==> src/rtl/alu_acc_sequencer.sv <==
// Command sequencer for the 8-bit ALU: owns ACC, FLAGS and a small register file,
// issues one registered A/B/OPR per accepted command and retires the result a cycle later.
module alu_acc_sequencer #(
    parameter int DATA_W = 8,
    parameter int NREGS  = 4,
    parameter int RSEL_W = 2
) (
    input  logic              clk,
    input  logic              rst_n,
    input  logic              cmd_valid,
    output logic              cmd_ready,
    input  logic [2:0]        cmd_opr,
    input  logic              cmd_src,
    input  logic [RSEL_W-1:0] cmd_rsel,
    input  logic [DATA_W-1:0] cmd_imm,
    input  logic              cmd_st,
    output logic [DATA_W-1:0] alu_a,
    output logic [DATA_W-1:0] alu_b,
    output logic [2:0]        alu_opr,
    input  logic [DATA_W-1:0] alu_r,
    input  logic [3:0]        alu_flags,
    output logic [DATA_W-1:0] acc,
    output logic [3:0]        flags,
    output logic              done
);

    typedef enum logic {IDLE, EXEC} state_t;

    state_t            state;
    logic [DATA_W-1:0] regfile [NREGS];
    logic              st_q;
    logic [RSEL_W-1:0] rsel_q;
    logic [DATA_W-1:0] rd_data;

    // Decoded read so an index beyond NREGS returns 0 instead of an X.
    always_comb begin
        rd_data = '0;
        for (int i = 0; i < NREGS; i++)
            if (cmd_rsel == RSEL_W'(i))
                rd_data = regfile[i];
    end

    assign cmd_ready = (state == IDLE);

    always_ff @(posedge clk) begin
        if (!rst_n) begin
            state   <= IDLE;
            acc     <= '0;
            flags   <= '0;
            alu_a   <= '0;
            alu_b   <= '0;
            alu_opr <= '0;
            done    <= 1'b0;
            st_q    <= 1'b0;
            rsel_q  <= '0;
            for (int i = 0; i < NREGS; i++)
                regfile[i] <= '0;
        end else begin
            done <= 1'b0;
            case (state)
                IDLE: begin
                    if (cmd_valid) begin
                        alu_a   <= acc;
                        alu_b   <= cmd_src ? rd_data : cmd_imm;
                        // Stores park the ALU on passB; its result is discarded anyway.
                        alu_opr <= cmd_st ? 3'd0 : cmd_opr;
                        st_q    <= cmd_st;
                        rsel_q  <= cmd_rsel;
                        state   <= EXEC;
                    end
                end
                EXEC: begin
                    if (st_q) begin
                        for (int i = 0; i < NREGS; i++)
                            if (rsel_q == RSEL_W'(i))
                                regfile[i] <= acc;
                    end else begin
                        acc   <= alu_r;
                        flags <= alu_flags;
                    end
                    done  <= 1'b1;
                    state <= IDLE;
                end
                default: state <= IDLE;
            endcase
        end
    end

endmodule

==> config.mk <==
export PLATFORM = sky130hd
export DESIGN_NAME = alu_acc_sequencer
export DESIGN_NICKNAME = d
export VERILOG_FILES = /design/src/rtl/alu_acc_sequencer.sv
export SDC_FILE = /design/constraint.sdc
export NUM_CORES = 1
export LEC_CHECK = 0
export CAP_MARGIN = 20
export CORE_ASPECT_RATIO = 0.6
export CORE_MARGIN = 2
export CORE_UTILIZATION = 54
export CTS_CLUSTER_SIZE = 25
export DETAILED_ROUTE_END_ITERATION = 6
export PLACE_DENSITY = 0.95
export SYNTH_ARGS = -nofsm -noshare
export SYNTH_HDL_FRONTEND = slang
export SYNTH_SLANG_ARGS = --single-unit
==> constraint.sdc <==
create_clock -name clk -period 2.6 [get_ports clk]
set_input_delay 0.52 -clock clk [delete_from_list [all_inputs] [get_ports clk]]
set_output_delay 0.52 -clock clk [all_outputs]
set_load 0.02 [all_outputs]
* Yosys cells after proc, flatten, opt, wreduce, memory -nomap -nowiden
Memory sizes are Yosys's and may differ from the RTL's.
Index checks and enable logic that the tools add are counted.
** Word-level totals
- Flip-flop bits (word level) :: 36
- Bits in latches :: 0
- Bits in writable memories :: 32
- Memory bits (read-only) :: 0
- Input port bits :: 30
- Output and inout bits :: 33
- Word-level logic and storage cells :: 60
- Memories :: 1
** Operators by class
- $add $sub $neg :: 0
- Multipliers :: 0
- Div/mod/pow operators :: 0
- $lt $le $gt $ge :: 0
- Equal/unequal tests :: 6
- Shifts and indexed selects :: 0
- Multiplexer cells :: 34
- Bitwise gates (word level) :: 6
- Reduce and logical (&&, ||, !) cells :: 4
** Memories
- regfile :: depth 4, width 8, rd ports 4, clocked after memory_dff 0, write ports 4, line 30 : logic [DATA_W-1:0] regfile [NREGS];
** Operator list (number)
- 8-bit two-way mux :: 9
- 1-bit two-way mux :: 23
- 2-bit equality test (second input constant) :: 4
- 2-bit by 1-bit equality test with 1-bit output (second input constant) :: 2
- 2-bit logical NOT :: 2
- 1-bit bitwise OR :: 4
- 2-bit AND reduction :: 2
- 3-bit two-way mux :: 1
- 1-bit NOT :: 2
- 1-bit case mux with 2 select lines :: 1

* Depth between registers and ports, before layout
Gate-level depths: netlist (run 1).
- Depth in word-level cells :: 7
- Mapped depth :: 5
- Depth with buffers taken out :: 3

* Worst setup path after synthesis (run 1)
No wires, ideal clock.
- Path kind :: register to register
- Start point :: register state
- End point :: memory regfile[0][0], enable pin
- Arrival :: 1.198 ns
- Required time :: 2.213 ns
- Setup slack :: 1.015 ns
- Stages on the path, launching flop included :: 3
- Period minus slack after synthesis :: 1.585 ns
- Path through :: dfxtp_1 > nand2_1 > o31ai_1
** RTL lines
- start: declaration :: line 29 : state_t state;
- start signal: assignment :: line 47 : state <= IDLE;
- start signal: assignment :: line 69 : state <= EXEC;
- start signal: assignment :: line 82 : state <= IDLE;
- end: declaration :: line 30

* Worst setup path after layout (run 1)
- Start point :: register acc[7]
- End point :: output acc[7]
** RTL lines
- start: declaration :: line 22 : output logic [DATA_W-1:0] acc,
- start signal: assignment :: line 78 : acc <= alu_r;
No word-level cell between the ends.

==> results of run 1 <==
-- cells in the mapped netlist (2+ instances only) --
cell type	count	area share
nand2_1	51	0.068
dfxtp_1	36	0.25
and2_1	35	0.077
edfxtp_1	32	0.34
a21boi_0	26	0.069
mux2_2	15	0.060
o21ai_0	11	0.019
a21oi_1	8	0.014
a222oi_1	8	0.028
clkbuf_1	7	0.0093
nand2b_1	4	0.0088
buf_2	3	0.0053
nand3b_1	3	0.0080
nor2_1	3	0.0040
nor2b_1	3	0.0066
buf_1	2	0.0027
inv_1	2	0.0027
-- area by class of cell --
cell class / instances / area share
clock buffer: 13 / 0.0405
clock inverter: 3 / 0.00409
inverter: 2 / 0.00204
multi-input combinational: 171 / 0.289
sequential: 68 / 0.458
tap: 66 / 0.0225
timing repair buffer: 70 / 0.184
-- tightest hold or removal path: stages (launching register included) --
cell and delay (ps):
dfxtp_1 310, nand2_1 50, a21boi_0 60
-- state kept, by name, summed over array words and instances (netlist names) --
signal and cells:
regfile 32, acc 8, alu_a 8, alu_b 8, flags 4, alu_opr 3
rsel_q 2, done 1, st_q 1, state 1
-- per-layer routing --
metal / vias up / GRT usage / wire length [microns]
met1: 1006 / 0.304 / 2770
met5: - / 0 / 0
met3: 14 / 0.0807 / 627
li1: 1024 / - / -
met4: 0 / 0.137 / 119
met2: 98 / 0.394 / 3070
-- cells by family (layout without fill, tap and decap cells) --
kind of cell	after synthesis	after routing	synth area share
and+or+nand+nor	101	101	0.176
buffers and inverters	16	88	0.0310
muxes	16	16	0.0650
DFF	68	68	0.594
AOI/OAI and AO/OA	54	54	0.134
-- through the flow --
step	cells	worst slack (ps)	cell area, sq um
finish	393	539	3670
floorplan	255	1020	2830
global placement	373	512	3480
CTS	390	532	3660
detailed placement	374	405	3490
global route	393	494	3670
-- power groups by stage --
stage          Sequential, W  Combinational [W]  Clock (W)
6_report             0.00120           0.000252   0.000740
5_1_grt              0.00120           0.000273   0.000790
4_1_cts              0.00120           0.000250   0.000754
3_5_place_dp         0.00122           0.000249          0
3_3_place_gp         0.00122           0.000241          0
2_1_floorplan        0.00124           0.000105          0
-- worst min path at each step --
stage                              end               startpoint  slack, ps
6_report       alu_opr[0]$_SDFFE_PN0P_  alu_opr[0]$_SDFFE_PN0P_        470
3_5_place_dp     alu_a[2]$_SDFFE_PN0P_    alu_a[2]$_SDFFE_PN0P_        460
3_3_place_gp   alu_opr[1]$_SDFFE_PN0P_  alu_opr[1]$_SDFFE_PN0P_        450
5_1_grt          alu_a[4]$_SDFFE_PN0P_    alu_a[4]$_SDFFE_PN0P_        490
2_1_floorplan        st_q$_SDFFE_PN0P_        st_q$_SDFFE_PN0P_        480
4_1_cts          alu_a[2]$_SDFFE_PN0P_    alu_a[2]$_SDFFE_PN0P_        470
==> results.tsv, run 1 <==
stage	metric	value	unit
worst_setup_path	worstSetupPathType	reg2out	
global_route	grt_usage	0.246	
timing	fin_crit	2060	ps
drt	wl_per_cell	16.8	microns
floorplan	start_util	0.560	
clocking	post-cts-setup-buffer-count	0	
synth	ys_seq_area_frac	0.594	
placement	io_buffers	62	
drt	drcViolationCount	0	
final_layout	final_util	0.727	
global_route	grt_pass1_wl	10600	microns
power	sw_frac_of_total	0.241	
clocking	clockBufferDepth	2	
worst_setup_path	cpPeakStageDelay	670	ps
synth	netlist_area	0.00283	sq mm
power	p_seq_frac	0.546	
outcome	status	finished, final reports clean	
synth	ys_ff_latch	68	
worst_setup_path	cp-end-kind	output port	
worst_setup_path	path_cells	clkdlybuf4s50_1	
clocking	insertion_delay	340	ps
synth	syn-num-nets	285	
floorplan	io_pins	63	
worst_setup_path	crit_cells	1	
placement	gp_congestion	0.786	
worst_setup_path	worstPathArrival	1540	ps
floorplan	fp.dieH	60.1	microns
hold_path	hold_path.class	reg2reg	
clocking	cts.clk_slew.worst_paths	60	ps
floorplan	coreArea	0.00505	sq mm
final_layout	fillers	361	
floorplan	die_w	97.4	microns
final_layout	syn_to_final_growth	29.9	%
power	p_switching	0.000528	W
clocking	cts_resized	0	
timing	fin_tns_setup	0	ps
worst_setup_path	cp_top_family	buffers and inverters	
global_route	antenna_found_initial	0	
synth	async_flop_share	0	
worst_setup_path	crit_fanout	7	
power	powerDensity	596	mW/mm^2
drt	drt_iter0_markers	119	
clocking	cts_buffers	9	
clocking	h-tree-depth	3	
timing	hold_ws	465	ps
final_layout	finish.net_count	352	
worst_setup_path	startpoint	acc[7]$_SDFFE_PN0P_	
worst_setup_path	cp-start-kind	flop	
power	clkPwrFrac	0.338	
worst_setup_path	cp_num_buf_inv	1	
worst_setup_path	critPathSlowestCell	clkdlybuf4s50_1	
worst_setup_path	cp-endpoint	acc[7]	
final_layout	final_cell_mix	clkdlybuf4s50_1, nand2_1, dfxtp_1, and2_1, edfxtp_1	
hold_path	hold_path_depth	2	
power	combPwrFrac	0.115	
synth	synthFlopType	dfxtp_1	
worst_setup_path	cp.required	2080	ps
timing	rsz0062_at_grt	no	
clocking	cts_hold_buffers	0	
synth	syn-instance-count	255	
final_layout	multi_input_area	0.00106	sq mm
final_layout	antennaDiodeCount	0	
power	total_power	0.00219	W
flow_run	maxCapViolations	0	
timing	fin_skew	7.91	ps
global_route	grt-ovfl-total	0	
final_layout	drive_gt1_frac	0.116	
timing	min_period_over_period	0.793	
drt	num_vias	2142	
floorplan	rows	20	
timing	final_hold_viol_count	0	
synth	synth_area_per_cell	11.1	sq um
synth	yosysUniqueCellTypes	23	
clocking	tritoncts	done	
worst_setup_path	reg2reg_from	state$_SDFF_PP0_	
power	power.internal	0.00166	W
synth	ys.warnings.count	0	
final_layout	layout_commonest_cell	clkdlybuf4s50_1	
timing	tightestPinTransition	852	ps
timing	max_freq	0.485	GHz
drt	ant_nets	0	
worst_setup_path	r2r_cells	3	
synth	synth-edff-count	32	
timing	slew_viol_final	0	
timing	setup_viol	0	
worst_setup_path	reg2reg_to	regfile[0][7]$_SDFFCE_PN0P_	
drt	viasPerCell	5.45	
timing	relSlewSlack	0.431	
placement	place_hpwl	4410	microns
global_route	grt_pass1_vias	2152	
final_layout	final-seq-area	0.00168	sq mm
power	p_leak	1.32	nW
global_route	grt_max_degree	36	
clocking	clock-sinks	68	
clocking	clock-root-buffer	clkbuf_8	
drt	dr.pass1.iters	5	
worst_setup_path	reg2reg_slack	850	ps
floorplan	die_area	0.00585	sq mm
drt	drt-total-wl	6590	microns
power	max-vdd-ir-drop	0.000400	V
Note: power is estimated with default switching activity, not from simulation.
==> run 2: changes to the inputs <==
--- a/config.mk
+++ b/config.mk
@@ -8,10 +8,10 @@
 export CAP_MARGIN = 20
 export CORE_ASPECT_RATIO = 0.6
 export CORE_MARGIN = 2
-export CORE_UTILIZATION = 54
+export CORE_UTILIZATION = 45
 export CTS_CLUSTER_SIZE = 25
 export DETAILED_ROUTE_END_ITERATION = 6
-export PLACE_DENSITY = 0.95
+export PLACE_DENSITY = 0.85
 export SYNTH_ARGS = -nofsm -noshare
 export SYNTH_HDL_FRONTEND = slang
 export SYNTH_SLANG_ARGS = --single-unit
==> constraint.sdc (replaced) <==
create_clock -name clk -period 1.72 [get_ports clk]
set_input_delay 0.344 -clock clk [delete_from_list [all_inputs] [get_ports clk]]
set_output_delay 0.344 -clock clk [all_outputs]
set_load 0.02 [all_outputs]
==> results.tsv, run 2 (synthesis results as in run 1) <==
stage	metric	value	unit	change
outcome	status	finished, final reports clean		
timing	min_period_over_period	0.973		
power	powerDensity	862	mW/mm^2	+45%
worst_setup_path	path_cells	clkdlybuf4s50_1		
floorplan	die_area	0.00696	sq mm	+19%
worst_setup_path	cp.required	1380	ps	-700 ps
clocking	tritoncts	done		
global_route	grt_usage	0.223		-0.0231
placement	io_buffers	62		unchanged
final_layout	finish.net_count	364		+3.4%
hold_path	hold_path.class	reg2reg		
final_layout	layout_commonest_cell	clkdlybuf4s50_1		
global_route	grt_pass1_wl	11600	microns	+9.6%
worst_setup_path	crit_fanout	2		-5
power	p_seq_frac	0.546		about the same
worst_setup_path	worstPathArrival	1330	ps	-210 ps
power	p_leak	1.46	nW	+10%
worst_setup_path	cpPeakStageDelay	620	ps	-50 ps
power	clkPwrFrac	0.327		-0.011
final_layout	finalInstanceArea	0.00383	sq mm	+4.4%
final_layout	drive_gt1_frac	0.150		+0.0342
clocking	h-tree-depth	3		unchanged
global_route	met2_usage	0.321		-0.0736
final_layout	largest_register	regfile		
worst_setup_path	cp-start-kind	flop		
final_layout	syn_to_final_growth	35.5	%	
drt	wl_per_cell	16.6	microns	-1.2%
power	combPwrFrac	0.126		+0.011
floorplan	die_w	106	microns	+9.2%
global_route	grt-ovfl-total	0		unchanged
clocking	clock-sinks	68		unchanged
worst_setup_path	cp_num_buf_inv	1		unchanged
power	p_switching	0.000821	W	+55%
drt	dr.pass1.iters	5		unchanged
clocking	insertion_delay	340	ps	about the same
placement	place_hpwl	5060	microns	+15%
timing	rsz0062_at_grt	no		
floorplan	coreArea	0.00608	sq mm	+20%
drt	num_vias	2174		+1.5%
timing	final_hold_viol_count	0		unchanged
power	sw_frac_of_total	0.248		+0.00689
global_route	grt_max_degree	27		-25%
timing	hold_ws	462	ps	-3.21 ps
global_route	grt_pass1_vias	2213		+2.8%
clocking	cts_buffers	9		unchanged
drt	drcViolationCount	0		unchanged
placement	gp_congestion	0.839		+6.8%
final_layout	antennaDiodeCount	0		unchanged
clocking	clock-root-buffer	clkbuf_8		
power	max-vdd-ir-drop	0.000452	V	+13%
timing	relSlewSlack	0.556		+0.126
global_route	grt_use_met1	0.319		+0.0150
worst_setup_path	worstSetupPathType	reg2out		
floorplan	rows	22		+10%
worst_setup_path	cp_top_family	buffers and inverters		
floorplan	start_util	0.465		-0.0946
worst_setup_path	reg2reg_slack	330	ps	-520 ps
final_layout	final_cell_mix	clkdlybuf4s50_1, nand2_1, and2_1, dfxtp_1, edfxtp_1		
floorplan	io_pins	63		unchanged
power	power.internal	0.00248	W	+50%
timing	tightestPinTransition	664	ps	-188 ps
global_route	met3_usage	0.0903		+0.00958
drt	ant_nets	0		unchanged
timing	fin_skew	11.7	ps	+3.81 ps
drt	drt-total-wl	7010	microns	+6.3%
worst_setup_path	cp-end-kind	output port		
timing	fin_crit	1670	ps	
flow_run	maxCapViolations	0		unchanged
drt	viasPerCell	5.14		-5.7%
placement	dpl-instance-area	0.00368	sq mm	+5.3%
worst_setup_path	critPathSlowestCell	clkdlybuf4s50_1		
final_layout	largest_register_ffs	32		unchanged
clocking	cts.clk_slew.worst_paths	80	ps	+20 ps
clocking	clockBufferDepth	2		unchanged
global_route	busiest_layer	met2		
timing	setup_viol	0		unchanged
drt	drt_iter0_markers	123		+3.4%
global_route	antenna_found_initial	0		unchanged
timing	max_freq	0.598	GHz	
floorplan	fp.dieH	65.4	microns	+8.9%
timing	slew_viol_final	0		unchanged
==> run 2: through the flow <==
step,utilization,total power [W],std cells,setup TNS [ps],worst slack [ps]
finish,0.630,0.00331,423,0,46.9
global route,0.630,0.00346,423,0,8.77
CTS,0.629,0.00333,423,0,3.63
detailed placement,0.604,0.00226,407,-1500,-203
global placement,0.604,0.00225,407,-1120,-151
floorplan,-,0.00203,255,0,135
==> run 2: area by class of cell <==
type	count	area [sq um]
timing repair buffer	82	817
multi-input combinational	171	1060
clock buffer	10	128
tap	84	105
sequential	68	1680
fill	503	2250
inverter	2	7.51
clock inverter	6	31.3
==> run 2: layer usage <==
layer | wire, microns | share of wire
met5 | 0 | 0
met3 | 657 | 0.094
met1 | 3370 | 0.48
met2 | 2970 | 0.42
met4 | 13 | 0.0019
==> run 2: final timing paths <==
kind                         start                          end  cells past startpoint
max          alu_b[2]$_SDFFE_PN0P_                     alu_b[2]                      1
min          alu_a[7]$_SDFFE_PN0P_        alu_a[7]$_SDFFE_PN0P_                      2
max reg2reg       state$_SDFF_PP0_  regfile[0][4]$_SDFFCE_PN0P_                      3
min reg2reg  alu_a[7]$_SDFFE_PN0P_        alu_a[7]$_SDFFE_PN0P_                      2
==> run 2: repair_timing <==
item,in CTS,in global routing
buffers inserted,0,0
hold buffers,0,0
endpoints found under the setup margin,7,2
resized for setup,8,2
==> run 2: power groups by stage <==
stage	logic [W]	clock network, W	registers [W]
3_5_place_dp	0.000423	0	0.00184
3_3_place_gp	0.000409	0	0.00184
6_report	0.000418	0.00108	0.00181
5_1_grt	0.000451	0.00120	0.00181
2_1_floorplan	0.000159	0	0.00187
4_1_cts	0.000420	0.00111	0.00181
